### src/rtl/tft_pkg.sv
// Shared types for the TFT SPI streamer: FSM states, SPI mode constants and
// the queued word format.
package tft_pkg;

  typedef enum logic [2:0] {
    ST_RST_LOW,
    ST_RST_WAIT,
    ST_IDLE,
    ST_LOAD,
    ST_SHIFT_LO,
    ST_SHIFT_HI,
    ST_END
  } tft_state_e;

  // Mode 0: clock idles low, data sampled by the panel on the rising edge.
  localparam logic SPI_CPOL = 1'b0;
  localparam logic SPI_CPHA = 1'b0;

  typedef struct packed {
    logic        dc;
    logic        wide;
    logic [15:0] data;
  } tft_word_t;

  localparam int WORD_W = $bits(tft_word_t);

endpackage

### src/rtl/tft_word_fifo.sv
// Synchronous word FIFO; pushes are ignored when full and pops when empty.
module tft_word_fifo
  import tft_pkg::*;
#(
  parameter int DEPTH = 16
) (
  input  logic                       sysclk,
  input  logic                       rst,
  input  logic                       push,
  input  logic [WORD_W-1:0]          wdata,
  input  logic                       pop,
  output logic [WORD_W-1:0]          rdata,
  output logic                       full,
  output logic                       empty,
  output logic [$clog2(DEPTH+1)-1:0] count
);

  localparam int PTR_W = (DEPTH > 1) ? $clog2(DEPTH) : 1;
  localparam int CNT_W = $clog2(DEPTH+1);

  logic [WORD_W-1:0] mem [DEPTH];
  logic [PTR_W-1:0]  wr_ptr;
  logic [PTR_W-1:0]  rd_ptr;
  logic              do_push;
  logic              do_pop;

  assign full    = (count == CNT_W'(DEPTH));
  assign empty   = (count == '0);
  assign do_push = push & ~full;
  assign do_pop  = pop & ~empty;
  assign rdata   = mem[rd_ptr];

  always_ff @(posedge sysclk or posedge rst) begin
    if (rst) begin
      wr_ptr <= '0;
      rd_ptr <= '0;
      count  <= '0;
    end else begin
      if (do_push) wr_ptr <= wr_ptr + 1'b1;
      if (do_pop)  rd_ptr <= rd_ptr + 1'b1;
      case ({do_push, do_pop})
        2'b10:   count <= count + 1'b1;
        2'b01:   count <= count - 1'b1;
        default: ;
      endcase
    end
  end

  // Storage needs no reset; the pointers alone define validity.
  always_ff @(posedge sysclk) begin
    if (do_push) mem[wr_ptr] <= wdata;
  end

endmodule

### src/rtl/tft_spi_stream.sv
// Streams queued command/data words to a TFT panel over mode-0 SPI after
// sequencing the panel reset and enabling the backlight.
module tft_spi_stream
  import tft_pkg::*;
#(
  parameter int CLK_DIV    = 2,
  parameter int FIFO_DEPTH = 16,
  parameter int RST_CYCLES = 1000
) (
  input  logic        sysclk,
  input  logic        rst,
  input  logic        in_valid,
  output logic        in_ready,
  input  logic [15:0] in_data,
  input  logic        in_dc,
  input  logic        in_wide,
  output logic        busy,
  output logic        tft_rst,
  output logic        tft_cs,
  output logic        tft_dc,
  output logic        tft_clk,
  output logic        tft_din,
  output logic        tft_bl
);

  localparam int DIV_W = $clog2(CLK_DIV+1);
  localparam int RST_W = $clog2(RST_CYCLES+1);
  localparam int CNT_W = $clog2(FIFO_DEPTH+1);
  localparam logic [DIV_W-1:0] DIV_LOAD = DIV_W'(CLK_DIV-1);
  localparam logic [RST_W-1:0] RST_LOAD = RST_W'(RST_CYCLES-1);

  tft_state_e        state;
  logic [DIV_W-1:0]  div_cnt;
  logic [RST_W-1:0]  rst_cnt;
  logic [4:0]        bit_cnt;
  logic [15:0]       shreg;
  logic              ready_en;
  logic              fifo_push;
  logic              fifo_pop;
  logic              fifo_full;
  logic              fifo_empty;
  logic [CNT_W-1:0]  fifo_count;
  logic [WORD_W-1:0] fifo_rdata;
  tft_word_t         head;

  assign head      = tft_word_t'(fifo_rdata);
  assign in_ready  = ready_en & ~fifo_full;
  assign fifo_push = in_valid & in_ready;
  assign fifo_pop  = (state == ST_LOAD);
  assign busy      = ~((state == ST_IDLE) && (fifo_count == '0));

  tft_word_fifo #(.DEPTH(FIFO_DEPTH)) u_fifo (
    .sysclk (sysclk),
    .rst    (rst),
    .push   (fifo_push),
    .wdata  ({in_dc, in_wide, in_data}),
    .pop    (fifo_pop),
    .rdata  (fifo_rdata),
    .full   (fifo_full),
    .empty  (fifo_empty),
    .count  (fifo_count)
  );

  always_ff @(posedge sysclk or posedge rst) begin
    if (rst) begin
      state    <= ST_RST_LOW;
      rst_cnt  <= RST_LOAD;
      div_cnt  <= '0;
      bit_cnt  <= '0;
      shreg    <= '0;
      ready_en <= 1'b0;
      tft_rst  <= 1'b0;
      tft_cs   <= 1'b1;
      tft_dc   <= 1'b0;
      tft_clk  <= SPI_CPOL;
      tft_din  <= 1'b0;
      tft_bl   <= 1'b0;
    end else begin
      case (state)
        ST_RST_LOW:
          if (rst_cnt == '0) begin
            state   <= ST_RST_WAIT;
            rst_cnt <= RST_LOAD;
            tft_rst <= 1'b1;
          end else rst_cnt <= rst_cnt - 1'b1;
        ST_RST_WAIT:
          if (rst_cnt == '0) begin
            state    <= ST_IDLE;
            tft_bl   <= 1'b1;
            ready_en <= 1'b1;
          end else rst_cnt <= rst_cnt - 1'b1;
        ST_IDLE:
          if (!fifo_empty) state <= ST_LOAD;
        ST_LOAD: begin
          // Narrow words are left-aligned so the shifter always emits bit 15.
          shreg   <= head.wide ? head.data : {head.data[7:0], 8'h00};
          bit_cnt <= head.wide ? 5'd16 : 5'd8;
          tft_din <= head.wide ? head.data[15] : head.data[7];
          tft_dc  <= head.dc;
          tft_cs  <= 1'b0;
          div_cnt <= DIV_LOAD;
          state   <= ST_SHIFT_LO;
        end
        ST_SHIFT_LO:
          if (div_cnt == '0) begin
            tft_clk <= ~SPI_CPOL;
            div_cnt <= DIV_LOAD;
            state   <= ST_SHIFT_HI;
          end else div_cnt <= div_cnt - 1'b1;
        ST_SHIFT_HI:
          if (div_cnt == '0) begin
            tft_clk <= SPI_CPOL;
            div_cnt <= DIV_LOAD;
            bit_cnt <= bit_cnt - 1'b1;
            if (bit_cnt != 5'd1) begin
              shreg   <= {shreg[14:0], 1'b0};
              tft_din <= shreg[14];
              state   <= ST_SHIFT_LO;
            end else if (!fifo_empty) begin
              state <= ST_LOAD;
            end else begin
              state <= ST_END;
            end
          end else div_cnt <= div_cnt - 1'b1;
        ST_END:
          if (div_cnt == '0) begin
            tft_cs <= 1'b1;
            state  <= ST_IDLE;
          end else div_cnt <= div_cnt - 1'b1;
        default: state <= ST_IDLE;
      endcase
    end
  end

endmodule

### config.mk
export PLATFORM = sky130hd
export DESIGN_NAME = tft_spi_stream
export DESIGN_NICKNAME = d
export VERILOG_FILES = /design/src/rtl/tft_pkg.sv /design/src/rtl/tft_word_fifo.sv /design/src/rtl/tft_spi_stream.sv
export SDC_FILE = /design/constraint.sdc
export NUM_CORES = 1
export LEC_CHECK = 0
export BUFFER_PORTS_ARGS = -buffer_cell sky130_fd_sc_hd__buf_2
export CAP_MARGIN = 20
export CORE_MARGIN = 2
export CORE_UTILIZATION = 43
export DETAILED_ROUTE_END_ITERATION = 7
export RECOVER_POWER = 100
export SETUP_SLACK_MARGIN = 0.05
export SLEW_MARGIN = 20
export SYNTH_ARGS = -nofsm -noshare
export SYNTH_HDL_FRONTEND = slang
export SYNTH_SLANG_ARGS = --single-unit
### constraint.sdc
create_clock -name sysclk -period 9.86 [get_ports sysclk]
set_clock_uncertainty 0.05 [all_clocks]
set_input_delay 0.493 -clock sysclk [delete_from_list [all_inputs] [get_ports sysclk]]
set_output_delay 0.493 -clock sysclk [all_outputs]
set_load 0.1 [all_outputs]
Yosys cells after proc, flatten, opt, wreduce, memory -nomap -nowiden
Memory sizes are Yosys's and may differ from the RTL's.
Index checks and enable logic that the tools add are counted.

word-level totals
  flip-flop bits (word level) = 54
  memory bits (writable) = 288
  output and inout bits = 8
  word-level logic and storage cells = 102
  memories = 1

memory list
  name        words  width  read ports  clocked after memory_dff  write ports  line                 source
  u_fifo.mem  16     18     1           0                         1            tft_word_fifo.sv:21  logic [WORD_W-1:0] mem [DEPTH];

operators by class
  $add $sub $neg = 7
  eq/ne operators = 19
  muxes and demuxes = 33
  bitwise gates (word level) = 7
  reduce and logical (&&, ||, !) cells = 21

operator list
  operator                 count
  $mux W15                 3
  $pmux W15 S2             1
  $mux W3                  8
  $pmux W3 S7              1
  $mux W10                 2
  $pmux W10 S2             1
  $pmux W5 S2              2
  $ne A2 B2 Y1 const B     9
  $reduce_and A2 Y1        6
  $logic_not A10 Y1        1
  $mux W5                  2
  $reduce_bool A2 Y1       5
  $sub A10 B1 Y10 const B  1
  $sub A5 B1 Y5 const B    2
  $eq A3 B3 Y1 const B     3
  $add A4 B1 Y4 const B    2
  $mux W1                  7
  $eq A3 B2 Y1 const B     2
  $pmux W1 S2              3
  $pmux W2 S3              1
  $reduce_and A3 Y1        2
  $reduce_and A6 Y1        1
  $add A5 B1 Y5 const B    1
  $eq A5 B5 Y1 const B     1
  other kinds (14)         20

Logic depth before layout (Yosys ltp)
  word-level depth = 7
  depth in mapped cells = 15
  gate-level depth less buffers = 12

Hierarchy
A second synthesis with hierarchy kept.

second synthesis, totals
  cells, all modules = 854
  area total of the unflattened synthesis = 14233.7 µm²

modules (own cells, without submodules)
  module          instances  cells an instance  area each (µm²)
  tft_word_fifo   1          611                11841.4
  tft_spi_stream  1          243                2392.3

Least setup slack after synthesis
Ideal clock, no wire load.

  path kind = register -> register
  start = register ready_en
  end = memory u_fifo.mem[3][0] (netlist bit), enable pin
  library setup time = 0.416 ns
  data arrival time = 4.411 ns
  data required time = 9.394 ns
  setup slack = 4.983 ns
  stages on the path, launching flop included = 7
  clock period less this slack = 4.877 ns
  cells stage by stage = dfrtp_1 inv_1 a21oi_1 and2_1 buf_2 nand2_1 nor3_1

on the way
  cells in the longest elaborated chain, start to end = 5

ends and longest elaborated chain
  element                        line                  source
  from (decl)                    tft_spi_stream.sv:37  logic ready_en;
  from (signal assigned)         tft_spi_stream.sv:71  ready_en <= 1'b0;
  from (signal assigned)         tft_spi_stream.sv:90  ready_en <= 1'b1;
  $and A1 B1 Y1                  tft_spi_stream.sv:47  assign in_ready = ready_en & ~fifo_full;
  via in_ready                   tft_spi_stream.sv:13  output logic in_ready,
  $and A1 B1 Y1                  tft_spi_stream.sv:48  assign fifo_push = in_valid & in_ready;
  $and A1 B1 Y1                  tft_word_fifo.sv:29   assign do_push = push & ~full;
  $mux W1                        tft_word_fifo.sv:51   if (do_push) mem[wr_ptr] <= wdata;
  $mux W1 (not written as such)  tft_word_fifo.sv:51
  to (decl)                      tft_word_fifo.sv:21

The timed path passes the listed nets, and every way through them passes these cells.

Worst setup path in the final report
  start = register u_fifo.rd_ptr[0]
  end = register shreg[14]

on the way
  cells in the longest elaborated chain, start to end = 3

ends and longest elaborated chain
  element                 line                   source
  from (decl)             tft_word_fifo.sv:23    logic [PTR_W-1:0] rd_ptr;
  from (signal assigned)  tft_word_fifo.sv:40    if (do_pop) rd_ptr <= rd_ptr + 1'b1;
  $mem_v2 Z16 W18         -
  $mux W15                tft_spi_stream.sv:96   shreg <= head.wide ? head.data : {head.data[7:0], 8'h00};
  $pmux W15 S2            tft_spi_stream.sv:79   case (state)
  to (signal assigned)    tft_spi_stream.sv:96
  to (signal assigned)    tft_spi_stream.sv:116  shreg <= {shreg[14:0], 1'b0};
  to (decl)               tft_spi_stream.sv:36   logic [15:0] shreg;

Every way passes these cells.
A chain may end at the register's enable or synchronous reset.

==> results by group <==
Synthesis
  • Main combinational cell family by area after synthesis: multiplexers
  • Share of the synthesized area in the top cell type: 61.54%
  • EDFF count, synth: 288
  • Cell with the most instances after synthesis: edfxtp_1
  • Proportion of synthesized area in mux cells: 13.12%
  • Synth Area in Compound Gates: 6.224%
  • Avg Cell Area, Syn: 17.52 um^2
  • Ys Warns: 0
  • Post-synth net total: 837
  • Synth Area in XOR/XNOR: 0.9349%
  • Cells after Synth: 802
  • Synth Flop Type: edfxtp_1
  • Seq/Total Area, Yosys: roughly 71%
  • Yosys top cell by area: edfxtp_1
  • Synth area leaders: edfxtp_1 62%, mux4_2 11%, dfrtp_1 8.0%
  • Number of synthesized register bits: 342
  • Synth cell types: 61
  • Post-synth top cells: 288 x edfxtp_1, 69 x mux4_2, 50 x nor2_1, 47 x nand2_1, 45 x dfrtp_1
  • Syn Std Cell Area: around 14,000 um^2
  • Asr flop ratio synth: 15.79%
  • Adder-Cell Fraction of Synth Area: 1.247%
  • Simple-gate area share of the yosys netlist: 4.933%

Setup path
  • WP data required: 10.15 ns
  • Crit path launch type: flip-flop
  • Crit path capture type: flip-flop
  • Worst setup path class: flip-flop to flip-flop
  • CP max FO: 43
  • Worst Path Arrival: 5.57 ns

Global routing
  • Vias in the first global route: between 7,000 and 8,000
  • Global-route wire length before repair: ~46,000 um
  • Pin count of the biggest net entering global routing: 59
  • Global Route Usage Sum: 18.39%
  • Initial antenna violation count: 0
  • Remaining Overflow, GRT: 0

Floorplan
  • Die H: roughly 180 um
  • Initial Util: a little over two fifths
  • Core area: 32,370 um^2
  • # rows: 66
  • Die X: 184.8 um
  • IO Count: 29
  • Die area: 34,140 um^2

Final layout
  • Non-filler cells, final: around 1,300
  • Sequential Area: roughly 10,000 um^2
  • Finished Core Util: between 40% and 50%
  • Antenna Cells: 0
  • Final net count: 881
  • Share of cells above drive strength 1: 17.85%
  • # fillers: 2,745
  • Synth-to-Final Area Change: 12.18%
  • Footprint of the multi-input gates: between 3000 and 4000 um^2

STA
  • Post-route setup TNS: 0 ns
  • Worst slew pin tran: 3.333 ns
  • Fmax: 189.4 MHz
  • Final hold vios: 0
  • Final period util: 53.56%
  • Final Max Tran Viols: 296
  • Hold WS: 0.4099 ns
  • Worst rel slew slack: -122.2%
  • Tmin final: 5.281 ns
  • RSZ-0062 raised after global routing: no
  • Setup violations, final: 0

Place
  • Post-DP HPWL: 17,170 um
  • Final RePlAce weighted congestion: 0.7913
  • Placed cell count: 1,249
  • Port bufs: 28

Status
  • Failing checks: max-capacitance violations, max-slew violations
  • Status: finished with violations

Clock tree
  • PostCTS Resize Cnt: 0
  • Clk_lat worst skew: 0.53 ns
  • Sink Count: 342
  • CTS root buf: clkbuf_16
  • Num CTS Buffers: 37
  • Post-CTS Setup Bufs: 0
  • H-tree Lvls: 2
  • Clock slew at reported path FFs: 0.06 ns
  • CTS Buffer Depth: 3
  • CTS tree: done
  • Post-CTS Hold Buffers: 0

Pwr
  • Final Total Pwr: 0.002954 W
  • Leak Pwr: 5.171 nW
  • Cell Pwr Density: between 150 and 200 nW/um^2
  • VDD IR max: between 100 and 150 uV

Detailed routing
  • Vias/cell: ~5.5
  • First DRT Iteration DRCs: 657
  • DRT antenna net count: 0
  • Post-route DRC: 0
  • WL final: between 30,000 and 40,000 um
  • WL per Instance: between 20 and 25 um
  • Vias: 7,261
  • 1st-pass router iterations: 5

Flow run
  • Max cap viols: 14

Hold path
  • Worst hold path type: flip-flop to flip-flop
stage by stage:
step,setup slack [ns],cell area [um^2]
3_5_place_dp,6.165,14730
5_1_grt,3.857,15760
2_1_floorplan,4.983,14050
4_1_cts,6.149,15930
6_report,4.579,15760
3_3_place_gp,6.308,14720
report_power, final:
part | total, W | internal, W | switching (W)
clock | 0.00136 | 0.000804 | 0.000561
combinational | 0.0000214 | 0.00000185 | 0.0000196
sequential | 0.00157 | 0.00157 | 0
total | 0.00295 | 0.00237 | 0.000580
area by class of cell:
type                            instances  area share (%)
Clock buffer                           49           6.358
Clock inverter                         18           1.246
Inverter                               19          0.4524
Multi-Input combinational cell        395           23.57
Sequential cell                       342           63.54
Tap cell                              442           3.508
Timing Repair Buffer                   51           1.325
final timing paths:
check                                              from  slack [ns]  depth (start not counted)                      endpoint
max                        u_fifo.rd_ptr[0]$_DFFE_PP0P_        4.58                          7         shreg[14]$_DFFE_PP0P_
min                                 tft_rst$_DFFE_PP0P_        0.41                          2           tft_rst$_DFFE_PP0P_
max reg2reg                u_fifo.rd_ptr[0]$_DFFE_PP0P_        4.58                          7         shreg[14]$_DFFE_PP0P_
min reg2reg                         tft_rst$_DFFE_PP0P_        0.41                          2           tft_rst$_DFFE_PP0P_
max in group asynchronous                           rst        6.60                          3  u_fifo.rd_ptr[0]$_DFFE_PP0P_
min in group asynchronous                           rst        1.06                          3  u_fifo.wr_ptr[0]$_DFFE_PP0P_
logic make-up after synthesis:
group,count (synthesis)
XOR/XNOR,15
flip-flops,342
AND/OR/NAND/NOR,149
multiplexers,97
AO/OA/AOI/OAI,120
adder cells (fa/ha/maj),14
buffers and inverters,65
per-layer routing:
layer / routed length [um] / vias to the layer above / GRT usage (%)
met1: 13780 / 3807 / 26.78
met3: 1265 / 37 / 2.851
met4: 487 / 0 / 4.921
met2: 14730 / 158 / 29.14
met5: 0 / - / 0
li1: - / 3259 / -
flip-flops by register name, summed over array words and instances, names as in the netlist:
register,cells
u_fifo.mem,288
shreg,15
rst_cnt,10
bit_cnt,5
u_fifo.count,5
u_fifo.rd_ptr,4
u_fifo.wr_ptr,4
state,3
div_cnt,2
ready_en,1
tft_clk,1
tft_cs,1
tft_dc,1
tft_din,1
tft_rst,1
placed cells by master, fill, tap and decap left out, types with 3 or more instances in the layout:
cell type	netlist	routed
nor2_1	50	42
bufinv_16	0	3
or3_1	4	4
nand3b_1	3	3
o22ai_1	4	4
clkbuf_1	19	55
mux4_2	69	69
and2_1	7	5
clkinv_1	1	8
a22o_1	8	8
o31ai_1	4	4
buf_4	4	4
a21oi_1	22	22
edfxtp_1	288	288
a41oi_1	5	6
nand2b_1	4	4
nor2_2	0	8
nor3_1	6	6
nand3_1	10	10
mux2_2	6	6
a221oi_1	12	12
xnor2_1	10	10
ha_1	14	14
dfstp_2	9	9
inv_1	18	18
o21ai_0	21	21
a32o_1	3	3
a22oi_1	14	15
a21boi_0	3	3
clkbuf_16	0	38
o21a_1	4	4
nand2_1	47	47
clkinv_2	0	3
nor2b_1	7	7
mux2i_1	21	21
dfrtp_1	45	43
xor2_1	5	5
worst max-delay path: stages (launching register included):
cell	delay, ns
dfrtp_4	0.93
clkbuf_1	2.41
nor2b_1	0.15
a22oi_1	0.56
a21oi_1	0.13
clkbuf_1	0.37
o21ai_0	0.27
a41oi_1	0.16
No activity file was read; power rests on OpenSTA's default activity.
